File: src/rtl/gate_array_pipe.sv
// rtl/gate_array_pipe.sv - bitwise gate array feeding a STAGES-deep valid/ready register pipeline
// Optional parity output port is enabled by defining GATE_ARRAY_PARITY_EN.
module gate_array_pipe #(
    parameter int WIDTH  = 4,
    parameter int STAGES = 2,
    parameter int CNT_W  = 8
) (
    input  logic             clk,
    input  logic             rst,
    input  logic             in_valid,
    output logic             in_ready,
    input  logic [2:0]       op,
    input  logic [WIDTH-1:0] a,
    input  logic [WIDTH-1:0] b,
    output logic             out_valid,
    input  logic             out_ready,
    output logic [WIDTH-1:0] y,
    output logic             zero,
    output logic [CNT_W-1:0] tx_count
`ifdef GATE_ARRAY_PARITY_EN
    ,
    output logic             parity
`endif
);

    logic [STAGES-1:0] v;
    logic [STAGES-1:0] rdy;
    logic [WIDTH-1:0]  d [STAGES];
    logic [WIDTH-1:0]  f;

    always_comb begin
        f = '0;
        case (op)
            3'b000:  f = a & b;
            3'b001:  f = a | b;
            3'b010:  f = ~(a & b);
            3'b011:  f = ~(a | b);
            3'b100:  f = a ^ b;
            3'b101:  f = ~(a ^ b);
            3'b110:  f = ~a;
            default: f = a;
        endcase
    end

    // A stage may load whenever the output drains or any stage at or after it is empty.
    for (genvar k = 0; k < STAGES; k++) begin : g_rdy
        assign rdy[k] = out_ready | ~(&v[STAGES-1:k]);
    end

    assign in_ready  = rdy[0];
    assign out_valid = v[STAGES-1];
    assign y         = d[STAGES-1];
    assign zero      = v[STAGES-1] & ~(|d[STAGES-1]);

    always_ff @(posedge clk) begin
        if (rst) begin
            v        <= '0;
            tx_count <= '0;
            for (int k = 0; k < STAGES; k++) begin
                d[k] <= '0;
            end
        end else begin
            if (rdy[0]) begin
                v[0] <= in_valid;
                if (in_valid) begin
                    d[0] <= f;
                end
            end
            for (int k = 1; k < STAGES; k++) begin
                if (rdy[k]) begin
                    v[k] <= v[k-1];
                    if (v[k-1]) begin
                        d[k] <= d[k-1];
                    end
                end
            end
            if (v[STAGES-1] && out_ready) begin
                tx_count <= tx_count + CNT_W'(1);
            end
        end
    end

`ifdef GATE_ARRAY_PARITY_EN
    logic [STAGES-1:0] p;

    assign parity = p[STAGES-1];

    always_ff @(posedge clk) begin
        if (rst) begin
            p <= '0;
        end else begin
            if (rdy[0] && in_valid) begin
                p[0] <= ^f;
            end
            for (int k = 1; k < STAGES; k++) begin
                if (rdy[k] && v[k-1]) begin
                    p[k] <= p[k-1];
                end
            end
        end
    end
`endif

endmodule

File: config.mk
export PLATFORM = sky130hd
export DESIGN_NAME = gate_array_pipe
export DESIGN_NICKNAME = d
export VERILOG_FILES = /design/src/rtl/gate_array_pipe.sv
export SDC_FILE = /design/constraint.sdc
export NUM_CORES = 1
export LEC_CHECK = 0
export ABC_AREA = 1
export CORE_MARGIN = 10
export CORE_UTILIZATION = 50
export CTS_CLUSTER_DIAMETER = 100
export CTS_CLUSTER_SIZE = 8
export DETAILED_ROUTE_END_ITERATION = 8
export PLACE_DENSITY = 0.8
export SLEW_MARGIN = 15
export SYNTH_ARGS = -nofsm -noshare
export SYNTH_HDL_FRONTEND = slang
export SYNTH_SLANG_ARGS = --single-unit
File: constraint.sdc
create_clock -name clk -period 1.4 [get_ports clk]
set_clock_uncertainty 0.1 [all_clocks]
set_input_delay 0.21 -clock clk [delete_from_list [all_inputs] [get_ports clk]]
set_output_delay 0.21 -clock clk [all_outputs]
set_load 0.02 [all_outputs]
After elaboration in Yosys (flattened, before gate mapping):

Memory sizes are Yosys's and may differ from the RTL's.
Cells that the tools add are included.

* flip-flop bits (word level): 10
* RAM bits: 8
* input port bits: 15
* word-level logic and storage cells: 43
* memories: 1

Memory list
* d: depth 2, width 4, read ports 2, clocked after Yosys merged registers in 0, wr ports 2, RTL line 28 `logic [WIDTH-1:0] d [STAGES];`

* add/subtract/negate cells: 1
* equality and inequality tests: 6
* mux-type cells: 13
* bitwise operators: 15
* reduce and logical (&&, ||, !) cells: 4

Operator list (count)
* one-hot mux 4 bit (7 select lines): 1
* NOT 4 bit: 4
* 2-to-1 mux 1 bit: 10
* equality test 3 bit, second input constant: 3
* adder 8 x 1 -> 8 bit, second input constant: 1
* 2-to-1 mux 4 bit: 2
* equality test 3 x 2 -> 1 bit, second input constant: 2
* AND 4 bit: 1
* OR 1 bit: 4
* OR 4 bit: 1
* OR reduction 4 bit: 1
* bitwise XOR 4 bit: 1
* equality test 3 x 1 -> 1 bit, second input constant: 1
* zero test 3 bit: 1
* NOT 1 bit: 3
* AND reduction 2 bit: 1
* AND 1 bit: 1
* logical AND 1 bit: 1

Longest topological paths before layout:

Gate-level depths: netlist of run 1.

* word-level depth: 7
* gate-level depth with buffers: 8
* mapped depth without buffers: 8

Worst setup path after synthesis of run 1:

Ideal clock, no wire load.

* path kind: reg-to-output
* start: register v[1]
* end: output port zero
* arrival time: 1.229 ns
* path slack: -0.139 ns
* stages on the path, launching flop included: 3
* cells stage by stage: dfxtp_1 > nand2_1 > nor4_1

* word-level cells in the longest chain between the ends: 1

Ends and longest elaborated chain
* start, declared: RTL line 26 `logic [STAGES-1:0] v;`
* start signal, assigned by index: RTL line 71 `v[k] <= v[k-1];`
* AND 1 bit: RTL line 53 `assign zero = v[STAGES-1] & ~(|d[STAGES-1]);`
* end, declared: RTL line 18 `output logic zero,`

Every way passes these cells.

==> results of run 1 <==
state kept, by name (all words and copies together) (netlist names):
register / count
d: 8
tx_count: 8
v: 2
power by group:
part,internal [uW],switching (uW)
Combinational,146,185
Clock,104,165
Sequential,582,13.8
cell usage in the layout, fill, tap and decap left out, types with 2 or more instances in the layout:
cell type | Yosys | routed
nand3_2 | 1 | 4
nand2_1 | 71 | 70
clkdlybuf4s50_1 | 0 | 2
inv_1 | 37 | 33
nand2_2 | 2 | 2
o21ai_0 | 2 | 2
nor2_4 | 2 | 3
inv_2 | 4 | 8
nor2_2 | 4 | 6
nand3_1 | 9 | 6
dfxtp_1 | 10 | 9
edfxtp_1 | 8 | 8
clkdlybuf4s15_1 | 0 | 2
dlygate4sd2_1 | 0 | 19
nand2_4 | 1 | 2
dlymetal6s2s_1 | 0 | 2
buf_4 | 4 | 29
a21oi_1 | 4 | 4
buf_6 | 0 | 2
ha_1 | 9 | 9
clkbuf_4 | 0 | 3
nor2_1 | 31 | 28
synthesized netlist by cell type:
cell type | number | share of area, %
buf_2 | 1 | 0.38
nor3_4 | 1 | 1.2
inv_1 | 37 | 11
nand3_2 | 1 | 0.76
nand3_1 | 9 | 3.4
nand4_1 | 1 | 0.48
nor2_1 | 31 | 8.8
nor4_1 | 1 | 0.48
nor2_2 | 4 | 1.9
ha_1 | 9 | 8.6
nor2_4 | 2 | 1.7
dfxtp_1 | 10 | 15
inv_2 | 4 | 1.1
o21ai_1 | 1 | 0.38
a21oi_1 | 4 | 1.5
nand2_2 | 2 | 0.95
edfxtp_1 | 8 | 18
nand2_4 | 1 | 0.86
nand2_1 | 71 | 20
buf_4 | 4 | 2.3
o21ai_0 | 2 | 0.76
worst min-delay path, cell delays in order:
cell and delay, ps:
dlygate4sd2_1 220, inv_1 80, nand2_4 80, a21oi_1 60
area by class of cell:
cell class                 instances  area [um2]
timing repair buffer              58         482
sequential                        18         444
tap                               30        37.5
fill                             202         629
clock inverter                     1        3.75
inverter                          41         154
clock buffer                       3        22.5
multi-input combinational        140         727
per-stage QoR:
step	area [um2]	total power [uW]	util [%]
floorplan	1320	803	-
global placement	1790	927	71.8
detailed placement	1790	942	71.8
CTS	1840	1190	73.5
global route	1870	1270	74.8
finish	1870	1200	74.8
worst min path at each step:
stage,to,slack (ps),depth (start not counted)
CTS,v[1],250,4
finish,v[1],280,4
global placement,v[1],400,2
detailed placement,tx_count[1],420,2
global route,v[1],290,4
floorplan,v[0],180,1
metal layers:
layer | GRT usage [%] | routed length (um)
met5 | 0 | 0
met4 | 4.09 | 47
met3 | 3.31 | 169
met2 | 22.1 | 1570
met1 | 12.7 | 1310
cell families after synthesis:
| logic type | Yosys count | synth area share (%) |
|---|---|---|
| AOI/OAI and AO/OA | 7 | 2.66 |
| adders and majority gates | 9 | 8.56 |
| buffers and inverters | 46 | 14.4 |
| DFF | 18 | 33.5 |
| and+or+nand+nor | 124 | 40.9 |
timing repair:
action / CTS / global route
resized for setup: 42 / 18
buffers inserted: 5 / 0
endpoints found under the setup margin: 19 / 16
pin swaps: 11 / 3
==> flow_summary.yaml, run 1 <==
critical_path:
  critPathMaxFanout: 2
  start_kind: "flop"
  path_buf_inv: 1
  path_cells: "nor4_2 -> buf_4"
  critPathTopFamily: "flip-flops"
  cp_slowest_stage_delay_ps: 410
  path_class: "flop to output pin"
  rr_endpoint: "v[0]"
  rrSetupSlack_ps: 70
  setup.worst_path.end: "zero"
  worstPathRequired_ps: 1090
  r2r_start: "v[1]"
  end_kind: "output pin"
  crit_cells: 2
  reg2reg_depth: 8
  arrival_ps: 1180
  critPathSlowestCell: "edfxtp_1"
  crit_path_start: "d[0][4]"
yosys:
  ys_seq_elements: 18
  synth.avg_cell_area_um2: 6.45
  synth_fp_nets: 228
  synth_area_um2: 1320
  seq_area_frac_synth_pct: 33.5
  netlist_instances: 204
  synthDistinctLibCells: 21
  yosysWarnings: 0
global_route:
  grt_pass1_vias: 1321
  track_usage_pct: 12.0
  globalRouteOverflowTotal: 0
  antenna_found_initial: 0
  grt_max_degree: 11
  grt_pass1_wl_mm: 5.23
place:
  dpl.cell_count: 282
  place_ws_ps: -459
  place_hpwl_mm: 2.56
  io_buffers: 29
  gp_congestion: 0.855
clock_network:
  root_buffer: "clkbuf_4"
  clock_sinks: 18
  cts_max_level: 1
  clock_latency_ps: 290
  cts_tree: "yes"
  hold_buffers: 0
  cts.path.max_buffers: 2
  clkSlewWorstSetupHoldPaths_ps: 100
  cts_made_buffers: 3
floorplanning:
  rows: 18
  core-area_um2: 2500
  die-area_um2: 5080
  initial_core_util_pct: 52.6
  die_w_um: 71.3
  ioPinCount: 30
  die_y_um: 71.3
route:
  route.detailed.drc: 0
  drt_iter0_markers: 50
  viasPerCell: 4.65
  dr_total_vias: 1354
  ant_nets: 0
  drt-total-wl_mm: 3.09
  dr.pass1.iters: 4
  routedWlPerCell_um: 10.6
worst_hold_path:
  hold_path.class: "input port to flop"
  hp-start: "out_ready"
sta:
  setup_viol: 1
  hold_viol: 0
  hold_slack_ps: 277
  tightest_slew_ps: 288
  slew-limit-headroom_pct: 80.7
  max_freq_mhz: 672
  report.final.slew_viol_count: 0
  fin_crit_ps: 1490
  tns_ps: -89.2
  fin_ws_ps: -89.2
  finalCritPeriodShare_pct: 106
  rsz0062_at_grt: "true"
layout:
  syn_to_final_growth_pct: 42.2
  layout-drive-gt1-share_pct: 24.5
  layout.cells.non_filler: 291
  layout.nets: 286
  insertedDiodeCount: 0
pwr:
  powerDensity_nw_per_um2: 639
  p_leak_uw: 0.00107
  peakVddDrop_mv: 0.536
flow_run:
  maxCapViolations: 0
outcome:
  status: "complete, but fails checks"
  failed_checks: "negative setup slack"
Note: power is estimated with default switching activity, not from simulation.
==> inputs of run 2 (changes only) <==
- CORE_ASPECT_RATIO: unset -> 1.1
- CORE_UTILIZATION: 50 -> 45
- PLACE_DENSITY: 0.8 -> 0.73
- TNS_END_PERCENT: unset -> 30
==> run 2 against run 1 <==
The flow still finishes with violations (negative setup slack). Die area is 8.0% higher. Cell area is 4.3% higher. Clock power hardly changed. Sequential cell count stayed put. Via count is 2.1% lower. Fmax is 1.9% higher. Global-route usage is 0.21 points lower.
==> flow_summary.yaml, run 2 (synthesis gave the netlist of run 1 again) <==
route:
  drt-total-wl_mm: 3.05
  dr_total_vias: 1325
  met1Wirelength_mm: 1.31
  wl_met3_um: 163
  routedWlPerCell_um: 10.4
  wl_met2_mm: 1.52
  topRoutingLayerUsed: "met4"
  drt_iter0_markers: 64
  dr.pass1.iters: 4
  viasPerCell: 4.52
  route.detailed.drc: 0
  ant_nets: 0
sta:
  fin_ws_ps: -61.4
  max_freq_mhz: 684
  fin_crit_ps: 1460
  rsz0062_at_grt: "true"
  report.final.slew_viol_count: 0
  setup_viol: 1
  slew-limit-headroom_pct: 84.8
  finalCritPeriodShare_pct: 104
  tightest_slew_ps: 229
  hold_viol: 0
outcome:
  status: "complete, but fails checks"
  failed_checks: "negative setup slack"
place:
  place_hpwl_mm: 2.41
  gp_congestion: 0.817
  dpl.cell_count: 289
  io_buffers: 29
floorplanning:
  initial_core_util_pct: 47.3
  rows: 20
  core-area_um2: 2780
  die_w_um: 71.5
  ioPinCount: 30
  die-area_um2: 5490
  die_y_um: 76.7
layout:
  fillers: 244
  syn_to_final_growth_pct: 48.3
  insertedDiodeCount: 0
  layout.cells.non_filler: 293
  final_common_cell: "nand2_1"
  layout.nets: 285
  final_cell_mix: "nand2_1, inv_1, buf_4, nor2_1, dlygate4sd2_1"
  layout-drive-gt1-share_pct: 27.3
  seq_area_um2: 444
  multi_input_area_um2: 790
  top_regs: "d (8), tx_count (8), v (2)"
critical_path:
  start_kind: "flop"
  end_kind: "output pin"
  arrival_ps: 1150
  r2r_start: "v[1]"
  worstPathRequired_ps: 1090
  path_class: "flop to output pin"
  critPathSlowestCell: "edfxtp_1"
  crit_path_start: "d[0][4]"
  path_cells: "nor4_2 -> buf_4"
  critPathTopFamily: "flip-flops"
  cp_slowest_stage_delay_ps: 410
  path_buf_inv: 1
  critPathMaxFanout: 2
pwr:
  finalPower_uw: 1220
  peakVddDrop_mv: 0.456
  powerDensity_nw_per_um2: 626
  p_leak_uw: 0.00109
clock_network:
  cts.path.max_buffers: 2
  clock_latency_ps: 290
  root_buffer: "clkbuf_4"
  cts_made_buffers: 3
  cts_tree: "yes"
  clkSlewWorstSetupHoldPaths_ps: 100
  clock_sinks: 18
  cts_max_level: 1
  hold_buffers: 0
  postCtsSetupBuffers: 0
global_route:
  grt_max_degree: 11
  globalRouteOverflowTotal: 0
  track_usage_pct: 11.8
  antenna_found_initial: 0
  grt_pass1_vias: 1350
  grt_pass1_wl_mm: 5.58
worst_hold_path:
  hp-start: "out_ready"
  hold_path.class: "input port to flop"
flow_run:
  maxCapViolations: 0
==> run 2: power by group <==
| part | leakage (uW) | switching, uW | internal, uW |
|---|---|---|---|
| clock | 0.0000150 | 159 | 111 |
| sequential | 0.000166 | 14.6 | 582 |
| combinational | 0.000906 | 195 | 160 |
==> run 2: repair_timing <==
item                       in CTS  in global routing
gates resized for setup        35                 32
setup endpoints to repair      27                 15
gates cloned                    0                  0
pin swaps                       8                  6
==> run 2: worst paths after layout <==
path	end	slack, ps	depth (start not counted)
setup / recovery	zero	-60	2
hold / removal	v[1]	260	4
setup reg to reg	d[0][4]	50	8
hold reg to reg	tx_count[6]	430	4
==> run 2: final cells by class <==
type	instances	share of cell area, %
inverters	41	7.89
multi-input cells	140	40.5
well taps	33	2.12
flip-flops and latches	18	22.8
repair buffers	57	25.4
clock buffers	4	1.35
==> run 2: tightest hold or removal path: stages <==
cell           delay, ps
dlygate4sd2_1        220
inv_2                 60
nand2_4               80
a21oi_1               60
==> run 2: stage by stage <==
stage | instance area [um2] | hold slack [ps] | utilization (%) | worst slack (ps) | TNS, ps
after global routing | 1950 | 256 | 70.2 | -186 | -347
after CTS | 1860 | 231 | 67.1 | -240 | -245
after floorplan | 1320 | 179 | - | 3.93 | 0
final | 1950 | 261 | 70.2 | -61.4 | -61.4
after detailed placement | 1830 | 422 | 65.8 | -451 | -6650
after global placement | 1830 | 416 | 65.8 | -426 | -6070
==> run 2: layer usage <==
metal	vias to the layer above	track usage, %
met5	-	0
met4	0	6.59
met3	4	1.67
met2	42	20.8
met1	558	12.9
li1	721	-
==> inputs of run 3 (changes only) <==
- PLACE_DENSITY: 0.73 -> 0.77
- SKIP_LAST_GASP: unset -> 1
==> run 3 against run 2 <==
The flow still finishes with violations (negative setup slack). Clock-buffer cell count did not move. Global-route usage shrank 0.81 points. Total power up 1.3%. Final cell count up 0.34%. Fmax shrank 6.3%. Combinational power is 7.9% lower. Register-to-register slack hardly changed. Hold slack better by 21 ps. First-iteration DRC count is 28% lower. Clock power is 17% higher. Sequential share of layout area up 0.72 points. Critical path type unchanged.
==> flow_summary.yaml, run 3 (synthesis gave the netlist of run 1 again) <==
floorplanning:
  ioPinCount: 30
  die_y_um: 76.7
  core-area_um2: 2780
  die_w_um: 71.5
  rows: 20
  die-area_um2: 5490
  initial_core_util_pct: 47.3
layout:
  final_core_util_pct: 67.7
  layout.nets: 286
  syn_to_final_growth_pct: 43.0
  insertedDiodeCount: 0
  final_cell_mix: "nand2_1, inv_1, nor2_1, buf_4, clkdlybuf4s50_1"
  layout-drive-gt1-share_pct: 21.1
  final_common_cell: "nand2_1"
  layout.cells.non_filler: 294
  fin_area_um2: 1880
  top_regs: "d (8), tx_count (8), v (2)"
sta:
  tightest_slew_ps: 244
  fin_crit_ps: 1560
  slew-limit-headroom_pct: 83.7
  fin_ws_ps: -160
  max_freq_mhz: 641
  hold_viol: 0
  report.final.slew_viol_count: 0
  rsz0062_at_grt: "true"
  setup_viol: 7
  finalCritPeriodShare_pct: 111
route:
  viasPerCell: 4.42
  routedWlPerCell_um: 9.53
  drt-total-wl_mm: 2.80
  route.detailed.drc: 0
  ant_nets: 0
  drt_iter0_markers: 46
  dr_total_vias: 1299
  dr.pass1.iters: 4
critical_path:
  path_cells: "clkdlybuf4s50_1"
  rr_endpoint: "d[0][6]"
  start_kind: "flop"
  r2r_start: "v[1]"
  reg2reg_depth: 8
  worstPathRequired_ps: 1090
  rrSetupSlack_ps: 60
  path_class: "flop to output pin"
  critPathSlowestCell: "clkdlybuf4s50_1"
  path_buf_inv: 1
  end_kind: "output pin"
  cp_slowest_stage_delay_ps: 610
  critPathTopFamily: "buffers and inverters"
  critPathMaxFanout: 2
  arrival_ps: 1250
clock_network:
  root_buffer: "clkbuf_4"
  clkSlewWorstSetupHoldPaths_ps: 100
  cts.path.max_buffers: 2
  clock_latency_ps: 290
  cts_max_level: 1
  hold_buffers: 0
  clock_sinks: 18
  cts_made_buffers: 3
  cts_tree: "yes"
place:
  io_buffers: 29
  placed_area_um2: 1810
  dpl.cell_count: 287
  place_hpwl_mm: 2.34
  gp_congestion: 0.776
  place_ws_ps: -467
pwr:
  finalPower_uw: 1240
  p_leak_uw: 0.00110
  powerDensity_nw_per_um2: 658
  peakVddDrop_mv: 0.533
global_route:
  grt_pass1_wl_mm: 5.20
  grt_pass1_vias: 1265
  globalRouteOverflowTotal: 0
  antenna_found_initial: 0
  grt_max_degree: 11
  track_usage_pct: 10.9
worst_hold_path:
  hold_path.class: "input port to flop"
  hp-start: "out_ready"
  worst_hold_path.endpoint: "v[1]"
  hold_depth: 4
outcome:
  failed_checks: "negative setup slack"
  status: "complete, but fails checks"
flow_run:
  maxCapViolations: 0
## run 3: worst max-delay path by stage
stage | start | to | slack [ps] | cells after the start
final | tx_count[4] | tx_count[4] | -160 | 1
after global routing | tx_count[4] | tx_count[4] | -210 | 1
after CTS | d[0][4] | zero | -240 | 2
after detailed placement | out_ready | in_ready | -470 | 6
after global placement | out_ready | in_ready | -420 | 6
after floorplan | v[1] | d[0][0] | 4 | 7
## run 3: stage by stage
stage | hold WS [ps] | setup TNS (ps)
2_1_floorplan | 179 | 0
3_3_place_gp | 398 | -5400
3_5_place_dp | 412 | -5990
4_1_cts | 242 | -1790
5_1_grt | 301 | -1770
6_report | 282 | -692
## run 3: repair_timing
item,CTS,global route
gates resized for setup,20,7
pin swaps,1,0
setup endpoints to repair,27,21
endpoints found under the hold margin,0,0
setup buffers,3,0
## run 3: metal layers
metal  wire (um)  part of all wire [%]  global-route usage [%]
met5           0                     0                       0
met4          31                   1.1                    4.07
met3         145                   5.2                    2.70
met2        1380                    49                    19.9
met1        1250                    44                    11.6
## run 3: report_power, final
part           total (uW)  switching [uW]  internal, uW
clock                 315             156           158
combinational         327             171           156
sequential            596            13.6           583
total                1240             341           897
## run 3: area by class of cell
| class | count | area (um2) |
|---|---|---|
| clock buffer | 4 | 36.3 |
| fill | 243 | 897 |
| timing repair buffer | 58 | 510 |
| inverter | 41 | 154 |
| sequential | 18 | 442 |
| multi-input combinational | 140 | 697 |
| tap | 33 | 41.3 |
## run 3: worst reg2reg max path, cell delays in order (launching register included)
cell and delay, ps:
dfxtp_2 370, nand2_2 70, nor2_2 130, buf_4 120, nor2_1 30, nand2_1 80
nand2_2 90, inv_2 90, nor2_1 40
